==> src/rtl/instruction_decode_mw_pkg.sv <==
// ---------------------------------------------------------------------------
// instruction_decode_mw_pkg : shared types and helpers for the multi-lane decoder
// Revision 1.0
// ---------------------------------------------------------------------------
`default_nettype none

package instruction_decode_mw_pkg;

  typedef enum logic [6:0] {
    OP_LOAD   = 7'h03,
    OP_I      = 7'h13,
    OP_AUIPC  = 7'h17,
    OP_STORE  = 7'h23,
    OP_R      = 7'h33,
    OP_LUI    = 7'h37,
    OP_BRANCH = 7'h63,
    OP_JALR   = 7'h67,
    OP_JAL    = 7'h6F
  } opcode_e;

  typedef enum logic [3:0] {
    ALU_ADD, ALU_SUB, ALU_SLL, ALU_SLT, ALU_SLTU,
    ALU_XOR, ALU_SRL, ALU_SRA, ALU_OR, ALU_AND
  } alu_op_e;

  typedef enum logic [2:0] {
    BR_NONE, BR_EQ, BR_NE, BR_LT, BR_GE, BR_LTU, BR_GEU, BR_JUMP
  } branch_op_e;

  typedef enum logic [2:0] {
    IMM_NONE, IMM_I, IMM_S, IMM_B, IMM_J, IMM_U, IMM_SH
  } imm_type_e;

  typedef enum logic [1:0] {
    PIPE_NONE, PIPE_ALU, PIPE_MEM, PIPE_BRU
  } exe_pipe_e;

  // MEM_X is the funct3[1:0]=3 encoding, only reachable on illegal loads/stores
  typedef enum logic [1:0] {
    MEM_B, MEM_H, MEM_W, MEM_X
  } mem_size_e;

  typedef struct packed {
    alu_op_e    alu_op;
    branch_op_e branch_op;
    imm_type_e  imm_type;
    exe_pipe_e  exe_pipe;
    logic       alu_src_imm;
    logic       a1_pc;
    logic       register_write;
    logic       mem_load;
    logic       mem_store;
    mem_size_e  mem_size;
    logic       mem_unsigned;
    logic       illegal;
  } id_ctrl_t;

  typedef struct packed {
    id_ctrl_t    ctrl;
    logic [4:0]  a1;
    logic [4:0]  a2;
    logic [4:0]  rd;
    logic [31:0] imm_ext;
    logic [31:0] pc;
    logic [31:0] pc_inc;
  } id_uop_t;

  function automatic alu_op_e alu_from_f3(input logic [2:0] f3, input logic alt);
    case (f3)
      3'b000:  return alt ? ALU_SUB : ALU_ADD;
      3'b001:  return ALU_SLL;
      3'b010:  return ALU_SLT;
      3'b011:  return ALU_SLTU;
      3'b100:  return ALU_XOR;
      3'b101:  return alt ? ALU_SRA : ALU_SRL;
      3'b110:  return ALU_OR;
      default: return ALU_AND;
    endcase
  endfunction

  function automatic branch_op_e br_from_f3(input logic [2:0] f3);
    case (f3)
      3'b000:  return BR_EQ;
      3'b001:  return BR_NE;
      3'b100:  return BR_LT;
      3'b101:  return BR_GE;
      3'b110:  return BR_LTU;
      3'b111:  return BR_GEU;
      default: return BR_NONE;
    endcase
  endfunction

  function automatic logic [31:0] imm_gen(input logic [31:7] instr, input imm_type_e t);
    case (t)
      IMM_I:   return {{20{instr[31]}}, instr[31:20]};
      IMM_S:   return {{20{instr[31]}}, instr[31:25], instr[11:7]};
      IMM_B:   return {{19{instr[31]}}, instr[31], instr[7], instr[30:25], instr[11:8], 1'b0};
      IMM_J:   return {{11{instr[31]}}, instr[31], instr[19:12], instr[20], instr[30:21], 1'b0};
      IMM_U:   return {instr[31:12], 12'b0};
      IMM_SH:  return {27'b0, instr[24:20]};
      default: return 32'b0;
    endcase
  endfunction

endpackage

`default_nettype wire

==> src/rtl/instruction_decode_mw_decode_lane.sv <==
// ---------------------------------------------------------------------------
// instruction_decode_mw_decode_lane : combinational RV32I decode of one lane
// Revision 1.0
// ---------------------------------------------------------------------------
`default_nettype none

module instruction_decode_mw_decode_lane
  import instruction_decode_mw_pkg::*;
(
  input  logic [31:0] instr,
  input  logic [31:0] pc,
  output id_uop_t     uop
);

  logic [6:0] opcode;
  logic [2:0] funct3;
  logic [6:0] funct7;
  logic       use_a1;
  logic       use_a2;
  logic       use_rd;
  id_ctrl_t   ctrl;

  assign opcode = instr[6:0];
  assign funct3 = instr[14:12];
  assign funct7 = instr[31:25];

  always_comb begin
    ctrl   = '0;
    use_a1 = 1'b0;
    use_a2 = 1'b0;
    use_rd = 1'b0;
    case (opcode)
      OP_R: begin
        {use_a1, use_a2, use_rd} = 3'b111;
        ctrl.alu_op         = alu_from_f3(funct3, funct7[5]);
        ctrl.exe_pipe       = PIPE_ALU;
        ctrl.register_write = 1'b1;
        ctrl.illegal        = ((funct7 != 7'h00) && (funct7 != 7'h20)) ||
                              ((funct7 == 7'h20) && (funct3 != 3'b000) && (funct3 != 3'b101));
      end
      OP_I: begin
        {use_a1, use_rd}    = 2'b11;
        ctrl.imm_type       = (funct3 == 3'b001 || funct3 == 3'b101) ? IMM_SH : IMM_I;
        ctrl.alu_op         = alu_from_f3(funct3, (funct3 == 3'b101) && funct7[5]);
        ctrl.alu_src_imm    = 1'b1;
        ctrl.exe_pipe       = PIPE_ALU;
        ctrl.register_write = 1'b1;
      end
      OP_LOAD: begin
        {use_a1, use_rd}    = 2'b11;
        ctrl.imm_type       = IMM_I;
        ctrl.alu_src_imm    = 1'b1;
        ctrl.exe_pipe       = PIPE_MEM;
        ctrl.register_write = 1'b1;
        ctrl.mem_load       = 1'b1;
        ctrl.mem_size       = mem_size_e'(funct3[1:0]);
        ctrl.mem_unsigned   = funct3[2];
        ctrl.illegal        = (funct3 == 3'b011) || (funct3 == 3'b110) || (funct3 == 3'b111);
      end
      OP_STORE: begin
        {use_a1, use_a2}    = 2'b11;
        ctrl.imm_type       = IMM_S;
        ctrl.alu_src_imm    = 1'b1;
        ctrl.exe_pipe       = PIPE_MEM;
        ctrl.mem_store      = 1'b1;
        ctrl.mem_size       = mem_size_e'(funct3[1:0]);
        ctrl.mem_unsigned   = funct3[2];
        ctrl.illegal        = (funct3 >= 3'b011);
      end
      OP_BRANCH: begin
        {use_a1, use_a2}    = 2'b11;
        ctrl.imm_type       = IMM_B;
        ctrl.alu_op         = ALU_SUB;
        ctrl.branch_op      = br_from_f3(funct3);
        ctrl.exe_pipe       = PIPE_BRU;
        ctrl.illegal        = (funct3 == 3'b010) || (funct3 == 3'b011);
      end
      OP_JAL: begin
        use_rd              = 1'b1;
        ctrl.imm_type       = IMM_J;
        ctrl.branch_op      = BR_JUMP;
        ctrl.alu_src_imm    = 1'b1;
        ctrl.a1_pc          = 1'b1;
        ctrl.exe_pipe       = PIPE_BRU;
        ctrl.register_write = 1'b1;
      end
      OP_JALR: begin
        {use_a1, use_rd}    = 2'b11;
        ctrl.imm_type       = IMM_I;
        ctrl.branch_op      = BR_JUMP;
        ctrl.alu_src_imm    = 1'b1;
        ctrl.exe_pipe       = PIPE_BRU;
        ctrl.register_write = 1'b1;
      end
      OP_LUI, OP_AUIPC: begin
        use_rd              = 1'b1;
        ctrl.imm_type       = IMM_U;
        ctrl.alu_src_imm    = 1'b1;
        ctrl.a1_pc          = (opcode == OP_AUIPC);
        ctrl.exe_pipe       = PIPE_ALU;
        ctrl.register_write = 1'b1;
      end
      default: ctrl.illegal = 1'b1;
    endcase

    // Illegal ops keep their decoded fields but must have no side effects
    ctrl.register_write = ctrl.register_write && (instr[11:7] != 5'd0) && !ctrl.illegal;
    ctrl.mem_load       = ctrl.mem_load && !ctrl.illegal;
    ctrl.mem_store      = ctrl.mem_store && !ctrl.illegal;
    if (ctrl.illegal) ctrl.exe_pipe = PIPE_NONE;

    uop         = '0;
    uop.ctrl    = ctrl;
    uop.a1      = use_a1 ? instr[19:15] : 5'd0;
    uop.a2      = use_a2 ? instr[24:20] : 5'd0;
    uop.rd      = use_rd ? instr[11:7]  : 5'd0;
    uop.imm_ext = imm_gen(instr[31:7], ctrl.imm_type);
    uop.pc      = pc;
    uop.pc_inc  = pc + 32'd4;
  end

endmodule

`default_nettype wire

==> src/rtl/instruction_decode_mw.sv <==
// ---------------------------------------------------------------------------
// instruction_decode_mw : DECODE_WIDTH-lane decode into a SKID_DEPTH bundle buffer
// Revision 1.0
// ---------------------------------------------------------------------------
`default_nettype none

module instruction_decode_mw
  import instruction_decode_mw_pkg::*;
#(
  parameter int DECODE_WIDTH = 2,
  parameter int SKID_DEPTH   = 2
) (
  input  logic                                  clk,
  input  logic                                  rst,
  input  logic                                  flush,
  input  logic                                  in_valid,
  output logic                                  in_ready,
  input  logic [DECODE_WIDTH-1:0]               in_lane_valid,
  input  logic [32*DECODE_WIDTH-1:0]            in_instr,
  input  logic [32*DECODE_WIDTH-1:0]            in_pc,
  output logic                                  out_valid,
  input  logic                                  out_ready,
  output logic [DECODE_WIDTH-1:0]               out_lane_valid,
  output logic [DECODE_WIDTH*$bits(id_uop_t)-1:0] out_uop,
  output logic [DECODE_WIDTH*2-1:0]             out_raw_dep
);

  localparam int UW = $bits(id_uop_t);
  localparam int PW = $clog2(SKID_DEPTH);
  localparam int CW = $clog2(SKID_DEPTH + 1);

  id_uop_t                     dec_uop  [DECODE_WIDTH];
  id_uop_t                     lane_uop [DECODE_WIDTH];
  logic [DECODE_WIDTH-1:0]     lane_en;
  logic [DECODE_WIDTH*UW-1:0]  bundle_uop;
  logic [2*DECODE_WIDTH-1:0]   bundle_dep;
  logic                        push;
  logic                        pop;

  logic [CW-1:0]               count_q, count_d;
  logic [PW-1:0]               wr_ptr_q, wr_ptr_d;
  logic [PW-1:0]               rd_ptr_q, rd_ptr_d;
  logic [DECODE_WIDTH-1:0]     lv_q  [SKID_DEPTH];
  logic [DECODE_WIDTH-1:0]     lv_d  [SKID_DEPTH];
  logic [DECODE_WIDTH*UW-1:0]  uop_q [SKID_DEPTH];
  logic [DECODE_WIDTH*UW-1:0]  uop_d [SKID_DEPTH];
  logic [2*DECODE_WIDTH-1:0]   dep_q [SKID_DEPTH];
  logic [2*DECODE_WIDTH-1:0]   dep_d [SKID_DEPTH];

  generate
    for (genvar g = 0; g < DECODE_WIDTH; g++) begin : g_lane
      instruction_decode_mw_decode_lane u_decode_lane (
        .instr (in_instr[32*g +: 32]),
        .pc    (in_pc[32*g +: 32]),
        .uop   (dec_uop[g])
      );
    end
  endgenerate

  // A lane is live only while every lower lane is also valid
  always_comb begin
    logic run;
    run     = 1'b1;
    lane_en = '0;
    for (int i = 0; i < DECODE_WIDTH; i++) begin
      run        = run & in_lane_valid[i];
      lane_en[i] = run;
      lane_uop[i] = run ? dec_uop[i] : id_uop_t'('0);
      bundle_uop[i*UW +: UW] = lane_uop[i];
    end
  end

  always_comb begin
    bundle_dep = '0;
    for (int i = 1; i < DECODE_WIDTH; i++) begin
      for (int j = 0; j < i; j++) begin
        if (lane_en[j] && lane_uop[j].ctrl.register_write) begin
          if (lane_uop[i].a1 != 5'd0 && lane_uop[i].a1 == lane_uop[j].rd) bundle_dep[2*i]   = 1'b1;
          if (lane_uop[i].a2 != 5'd0 && lane_uop[i].a2 == lane_uop[j].rd) bundle_dep[2*i+1] = 1'b1;
        end
      end
    end
  end

  assign in_ready = (count_q != CW'(SKID_DEPTH));
  assign out_valid = (count_q != '0);
  assign push = in_valid && in_ready;
  assign pop  = out_valid && out_ready;

  always_comb begin
    count_d  = count_q;
    wr_ptr_d = wr_ptr_q;
    rd_ptr_d = rd_ptr_q;
    lv_d     = lv_q;
    uop_d    = uop_q;
    dep_d    = dep_q;
    if (flush) begin
      count_d  = '0;
      wr_ptr_d = '0;
      rd_ptr_d = '0;
    end else begin
      if (push) begin
        lv_d[wr_ptr_q]  = lane_en;
        uop_d[wr_ptr_q] = bundle_uop;
        dep_d[wr_ptr_q] = bundle_dep;
        wr_ptr_d        = wr_ptr_q + PW'(1);
      end
      if (pop) rd_ptr_d = rd_ptr_q + PW'(1);
      count_d = count_q + CW'(push) - CW'(pop);
    end
  end

  always_ff @(posedge clk or negedge rst) begin
    if (!rst) begin
      count_q  <= '0;
      wr_ptr_q <= '0;
      rd_ptr_q <= '0;
      for (int k = 0; k < SKID_DEPTH; k++) begin
        lv_q[k]  <= '0;
        uop_q[k] <= '0;
        dep_q[k] <= '0;
      end
    end else begin
      count_q  <= count_d;
      wr_ptr_q <= wr_ptr_d;
      rd_ptr_q <= rd_ptr_d;
      lv_q     <= lv_d;
      uop_q    <= uop_d;
      dep_q    <= dep_d;
    end
  end

  assign out_lane_valid = lv_q[rd_ptr_q];
  assign out_uop        = uop_q[rd_ptr_q];
  assign out_raw_dep    = dep_q[rd_ptr_q];

endmodule

`default_nettype wire

==> config.mk <==
export PLATFORM = sky130hd
export DESIGN_NAME = instruction_decode_mw
export DESIGN_NICKNAME = d
export VERILOG_FILES = /design/src/rtl/instruction_decode_mw_pkg.sv /design/src/rtl/instruction_decode_mw_decode_lane.sv /design/src/rtl/instruction_decode_mw.sv
export SDC_FILE = /design/constraint.sdc
export NUM_CORES = 1
export LEC_CHECK = 0
export BUFFER_PORTS_ARGS = -buffer_cell sky130_fd_sc_hd__buf_4
export CORE_MARGIN = 8
export CORE_UTILIZATION = 50
export CTS_BUF_LIST = sky130_fd_sc_hd__clkbuf_8
export DETAILED_ROUTE_END_ITERATION = 10
export GPL_ROUTABILITY_DRIVEN = 0
export GPL_TIMING_DRIVEN = 0
export PLACE_DENSITY = 0.78
export SLEW_MARGIN = 0
export SYNTH_ARGS = -nofsm -noshare
export SYNTH_HDL_FRONTEND = slang
export SYNTH_HIERARCHICAL = 1
export SYNTH_SLANG_ARGS = --single-unit
export TNS_END_PERCENT = 20
==> constraint.sdc <==
create_clock -name clk -period 2.3 [get_ports clk]
set_input_delay 0.23 -clock clk [delete_from_list [all_inputs] [get_ports clk]]
set_output_delay 0.23 -clock clk [all_outputs]
set_load 0.02 [all_outputs]
==> results of run 1 <==
synth_stat cells (all sizes together) (2+ instances only):
cell / count / share of area (%)
and2: 44 / 1.0
nand3b: 3 / 0.097
o21bai: 2 / 0.055
xnor2: 40 / 1.3
or4: 4 / 0.12
clkbuf: 64 / 0.88
a222oi: 2 / 0.074
and4bb: 2 / 0.092
xor2: 24 / 0.77
nand2b: 9 / 0.22
nor3: 18 / 0.33
o211ai: 4 / 0.11
o21a: 3 / 0.083
nor2: 56 / 0.77
and4: 3 / 0.097
o31ai: 6 / 0.17
nor2b: 20 / 0.47
a22o: 9 / 0.29
a21oi: 13 / 0.24
nand2: 903 / 13
or2: 8 / 0.19
a21o: 9 / 0.25
nand4bb: 2 / 0.083
mux2i: 5 / 0.18
and3: 10 / 0.23
o21ai: 559 / 10
dfrtp: 540 / 50
mux2: 272 / 11
nand4b: 2 / 0.064
nand4: 23 / 0.53
a211oi: 2 / 0.055
or3: 4 / 0.092
and2b: 6 / 0.17
a2111oi: 2 / 0.16
buf: 209 / 4.9
ha: 4 / 0.18
a32oi: 4 / 0.16
nand3: 36 / 0.68
inv: 18 / 0.25
nor4: 7 / 0.16
final cells by class:
type                       instances  area [µm²]
multi-input combinational       2141       12600
inverter                          18        67.6
buffer                           273        1970
timing repair buffer             532        4750
fill                            4203       18100
antenna                            2        5.00
tap                              696         871
clock inverter                    55         369
clock buffer                     114        1570
sequential                       540       13500
kinds of logic after synthesis:
family	synth area share [%]
XOR/XNOR	2.06
flip-flops	49.7
AND/OR/NAND/NOR	18.0
adder cells (fa/ha/maj)	0.184
other	0.0138
buffers and inverters	6.06
AO/OA/AOI/OAI	12.5
multiplexers	11.5
state kept, by name, indices dropped and copies added (netlist names):
name      cells
wr_ptr_q      1
dep_q         4
rd_ptr_q      1
count_q       2
uop_q       528
lv_q          4
power by group through the flow:
stage	logic (mW)	registers (mW)	clock network (mW)
2_1_floorplan	5.83	12.0	0
3_3_place_gp	9.92	12.2	0
3_5_place_dp	10.1	12.3	0
4_1_cts	11.4	12.2	9.17
5_1_grt	12.6	12.4	9.61
6_report	11.9	12.3	9.10
worst reg2reg max path: cells and delay by family, from the launching register on:
kind / cells / cell delay (ns)
AOI/OAI and AO/OA: 1 / 0.21
buffers and inverters: 2 / 0.91
DFF: 1 / 0.38
and+or+nand+nor: 2 / 0.42
path summary, 6_finish.rpt:
check                            startpoint          to  slack [ns]  cells past startpoint
min                        in_lane_valid[0]    dep_q[7]        0.05                      5
max reg2reg                      count_q[0]  uop_q[512]        0.26                      5
max                               in_pc[37]  uop_q[417]        -0.1                     10
max in group asynchronous               rst  uop_q[318]        0.39                      5
min reg2reg                      uop_q[309]  uop_q[309]        0.47                      2
min in group asynchronous               rst  uop_q[216]        0.13                      2
metal layers:
layer	part of all wire [%]	global-route usage, %	up-vias
met5	0.016	0	-
met4	5.6	15.2	2
met3	10	9.23	387
met2	47	50.4	1518
met1	38	38.6	12300
li1	-	-	11200
repair_timing:
item / 4_1_cts / 5_1_grt
gates cloned: 1 / 2
hold buffers: 127 / 0
pin swaps: 0 / 0
hold endpoints to repair: 466 / 0
gates resized for setup: 211 / 104
buffers inserted: 3 / 0
setup endpoints to repair: 268 / 397
==> results.sh, run 1 <==
export IMPL_die_y_um=249
export IMPL_arrival_ns=3.00
export IMPL_max_freq_mhz=417
export IMPL_p_seq_share_pct=36.8
export IMPL_layout_commonest_cell="nand2_1"
export IMPL_slowest_stage="dlygate4sd3_1"
export IMPL_final_cell_area_mm2=0.0357
export IMPL_htreeDepth=3
export IMPL_ys_ff_latch=540
export IMPL_grt_remaining_overflow=0
export IMPL_intPower_mw=21.5
export IMPL_clock_sinks=540
export IMPL_grt_setup_unrepaired="yes"
export IMPL_worstSetupStartpointType="primary input"
export IMPL_critical_path_cell_chain="dlygate4sd3_1 -> buf_4 -> and4_1 -> and3_1 -> clkbuf_1 -> nand4_1 -> xnor2_1 -> dlygate4sd3_1 -> nand2_1 -> o21ai_0"
export IMPL_wirelength_um=101000
export IMPL_cp_max_fo=8
export IMPL_combPwrFrac_pct=35.8
export IMPL_power_density_mw_per_mm2=933
export IMPL_grt_max_degree=122
export IMPL_drv_slew=0
export IMPL_wl_per_cell_um=23.2
export IMPL_synth_area_per_cell_um2=9.16
export IMPL_syn_area_mm2=0.0272
export IMPL_min_period_ns=2.40
export IMPL_die_area_mm2=0.0622
export IMPL_antenna_found_initial=3
export IMPL_setup_tns_ns=-1.28
export IMPL_switching_share_pct=35.4
export IMPL_clk_latency_ns=0.70
export IMPL_initial_utilization_pct=50.6
export IMPL_clockPowerShare_pct=27.3
export IMPL_num_vias=25400
export IMPL_status="complete, but fails checks"
export IMPL_postPlaceCellArea_mm2=0.0312
export IMPL_final_cells=4371
export IMPL_final_util_pct=66.3
export IMPL_synth_async_reset_ratio_pct=100
export IMPL_ys_flop_type="dfrtp_1"
export IMPL_die_width_um=249
export IMPL_postLayoutSetupSlackWorst_ns=-0.0959
export IMPL_syn_inst=2971
export IMPL_io_buffers=395
export IMPL_tightest_slew_ns=0.776
export IMPL_drt_first_pass_iters=7
export IMPL_dr_first_iter_drc_count=2446
export IMPL_drv_cap=0
export IMPL_switchingPower_mw=11.8
export IMPL_path_clk_slew_ns=0.06
export IMPL_setup_worst_path_class="in -> reg"
export IMPL_core_region_area_mm2=0.0538
export IMPL_required_ns=2.90
export IMPL_yosysWarningCount=6
export IMPL_critPathMaxStageDelay_ns=0.58
export IMPL_ir_drop_mv=0.518
export IMPL_cts_tree="done"
export IMPL_fin_nets=3738
export IMPL_drive_gt1_share_pct=28.8
export IMPL_hold_class="in -> reg"
export IMPL_grt_pass1_wl_um=152000
export IMPL_max_slew_margin_pct=47.8
export IMPL_grt_usage_pct=31.4
export IMPL_place_hpwl_um=70300
export IMPL_totalPowerFinal_mw=33.3
export IMPL_synth_edf_count=0
export IMPL_hold_slack_ns=0.0491
export IMPL_drc=0
export IMPL_cpMostUsedCell="dlygate4sd3_1"
export IMPL_fin_skew_ns=0.0471
export IMPL_seq_area_frac_synth_pct=49.7
export IMPL_hold_viol=0
export IMPL_cts_buffers=93
export IMPL_crit_buf_inv=4
export IMPL_cts_root_buf="clkbuf_8"
export IMPL_ant_nets=0
export IMPL_cts_buffer_depth=3
export IMPL_violations="negative setup slack"
export IMPL_dp_cells=4067
export IMPL_synth_distinct_cells=75
export IMPL_leakage_nw=16.8
export IMPL_min_period_over_period_pct=104
export IMPL_place_ws_ns=-0.464
export IMPL_via_per_inst=5.81
export IMPL_grt_pass1_vias=25400
export IMPL_syn_to_final_growth_pct=31.1
export IMPL_crit_family="buffers and inverters"
export IMPL_top_level_ports=407
export IMPL_layout_common_cells="nand2_1, dfrtp_1, buf_4"
export IMPL_rows=85
export IMPL_end_kind="flop"
export IMPL_setup_viol=56
No activity file was read; power rests on OpenSTA's default activity.
==> run 2: changes to the inputs <==
--- a/config.mk
+++ b/config.mk
@@ -13,6 +13,7 @@
 export GPL_ROUTABILITY_DRIVEN = 0
 export GPL_TIMING_DRIVEN = 0
 export PLACE_DENSITY = 0.78
+export REMOVE_ABC_BUFFERS = 1
 export SLEW_MARGIN = 0
 export SYNTH_ARGS = -nofsm -noshare
 export SYNTH_HDL_FRONTEND = slang
==> results.sh, run 2 (same netlist as run 1, synthesis figures left out) <==
export IMPL_status="complete, but fails checks"
export IMPL_violations="negative setup slack"
export IMPL_max_freq_mhz=415
export IMPL_drv_slew=0
export IMPL_power_density_mw_per_mm2=932
export IMPL_grt_setup_unrepaired="yes"
export IMPL_syn_to_final_growth_pct=29.7
export IMPL_dr_first_iter_drc_count=1804
export IMPL_drv_cap=0
export IMPL_htreeDepth=3
export IMPL_num_vias=23500
export IMPL_top_level_ports=407
export IMPL_ir_drop_mv=0.669
export IMPL_cp_max_fo=6
export IMPL_final_cells=4177
export IMPL_arrival_ns=2.18
export IMPL_layout_common_cells="nand2_1, dfrtp_1, o21ai_0"
export IMPL_largest_reg_flops=528
export IMPL_cts_buffers=91
export IMPL_tightest_slew_ns=0.854
export IMPL_clock_sinks=540
export IMPL_final_util_pct=65.6
export IMPL_drc=0
export IMPL_hold_viol=0
export IMPL_critPathMaxStageDelay_ns=0.52
export IMPL_rows=85
export IMPL_dp_cells=3826
export IMPL_die_area_mm2=0.0622
export IMPL_cp_startpoint="rd_ptr_q"
export IMPL_n_fill_cell=4032
export IMPL_end_kind="primary output"
export IMPL_io_buffers=404
export IMPL_grt_remaining_overflow=0
export IMPL_cpMostUsedCell="clkbuf_16"
export IMPL_drt_first_pass_iters=6
export IMPL_grt_usage_pct=25.1
export IMPL_r2r_cells=7
export IMPL_postLayoutSetupSlackWorst_ns=-0.112
export IMPL_core_region_area_mm2=0.0538
export IMPL_max_slew_margin_pct=42.6
export IMPL_min_period_ns=2.41
export IMPL_totalPowerFinal_mw=32.9
export IMPL_regArea_mm2=0.0135
export IMPL_grt_pass1_vias=23100
export IMPL_leakage_nw=16.4
export IMPL_reg_top3="uop_q x528, dep_q x4, lv_q x4"
export IMPL_fin_skew_ns=0.0198
export IMPL_worst_r2r_setup_slack_ns=0.12
export IMPL_setup_worst_path_class="reg -> out"
export IMPL_grt_max_degree=112
export IMPL_hold_class="in -> reg"
export IMPL_fin_nets=3539
export IMPL_postPlaceCellArea_mm2=0.0303
export IMPL_reg2reg_from="count_q[0]"
export IMPL_setup_tns_ns=-12.10
export IMPL_endpoint="out_uop[212]"
export IMPL_critical_path_cell_chain="buf_16 -> clkbuf_16 -> clkbuf_16 -> mux2_4 -> buf_6"
export IMPL_required_ns=2.07
export IMPL_wl_per_cell_um=20.2
export IMPL_min_period_over_period_pct=105
export IMPL_cts_buffer_depth=3
export IMPL_place_hpwl_um=49500
export IMPL_multi_input_area_mm2=0.0123
export IMPL_die_width_um=249
export IMPL_grt_pass1_wl_um=128000
export IMPL_wirelength_um=84500
export IMPL_ant_nets=0
export IMPL_die_y_um=249
export IMPL_cts_root_buf="clkbuf_8"
export IMPL_setup_viol=221
export IMPL_r2r_end="uop_q[490]"
export IMPL_cts_tree="done"
export IMPL_worstSetupStartpointType="flop"
export IMPL_slowest_stage="dfrtp_4"
export IMPL_drive_gt1_share_pct=26.8
export IMPL_final_cell_area_mm2=0.0353
export IMPL_initial_utilization_pct=50.6
export IMPL_place_ws_ns=-0.798
export IMPL_clk_latency_ns=0.66
export IMPL_layout_commonest_cell="nand2_1"
export IMPL_via_per_inst=5.63
export IMPL_hold_slack_ns=0.0660
export IMPL_antenna_found_initial=5
export IMPL_path_clk_slew_ns=0.06
export IMPL_top_register="uop_q"
[run 2: changes by cell type in the layout (fill, tap and decap cells not counted), sizes merged, moves of 2 or more]
cell,before,now
buf,611,458
clkbuf,181,132
dlygate4sd3,127,134
inv,55,50
diode,2,6
bufbuf,0,2
nand3,36,38
[run 2: layout make-up]
class                   instances  area share, %
flip-flops and latches        540           38.3
multi-input cells            2143           34.8
repair buffers                606           18.7
clock buffers                 120           4.68
well taps                     696           2.47
clock inverters                48          0.900
inverters                      18          0.191
diodes                          6         0.0425
[run 2: routing by layer]
layer  track usage [%]  up-vias  wire [µm]  share of wire (%)
met2              41.4      916      41100                 49
met4              10.4        2       3460                4.1
met5                 0        -         20              0.024
met1              31.6    11500      33700                 40
li1                  -    10900          -                  -
met3              5.83      208       6220                7.4
[run 2: how the worst min path moves through the flow]
stage	startpoint	end	slack (ns)	depth (start not counted)
2_1_floorplan	rst	count_q[0]	-0.07	0
3_3_place_gp	flush	rd_ptr_q	0.43	2
3_5_place_dp	rst	uop_q[109]	0.13	1
4_1_cts	in_pc[10]	uop_q[276]	0.01	5
5_1_grt	in_instr[37]	uop_q[250]	0.08	4
6_report	in_pc[10]	uop_q[276]	0.07	5
[run 2: repair_timing]
item	4_1_cts	5_1_grt
hold buffers	134	0
resized for setup	135	104
setup endpoints to repair	361	401
pin swaps	0	1
setup buffers	12	2
cloned	14	15
endpoints found under the hold margin	700	0
[run 2: worst max-delay path, delay by kind of cell (launching register included)]
kind                   cells  cell delay (ns)
buffers and inverters      4             0.65
flip-flops                 1             0.52
multiplexers               1             0.32
[run 2: report_power, final]
group          leakage [nW]  switching [mW]  internal, mW
logic                  7.89            6.16          5.38
registers              7.36           0.947          11.3
clock network          1.13            4.02          5.12
total                  16.4            11.1          21.8
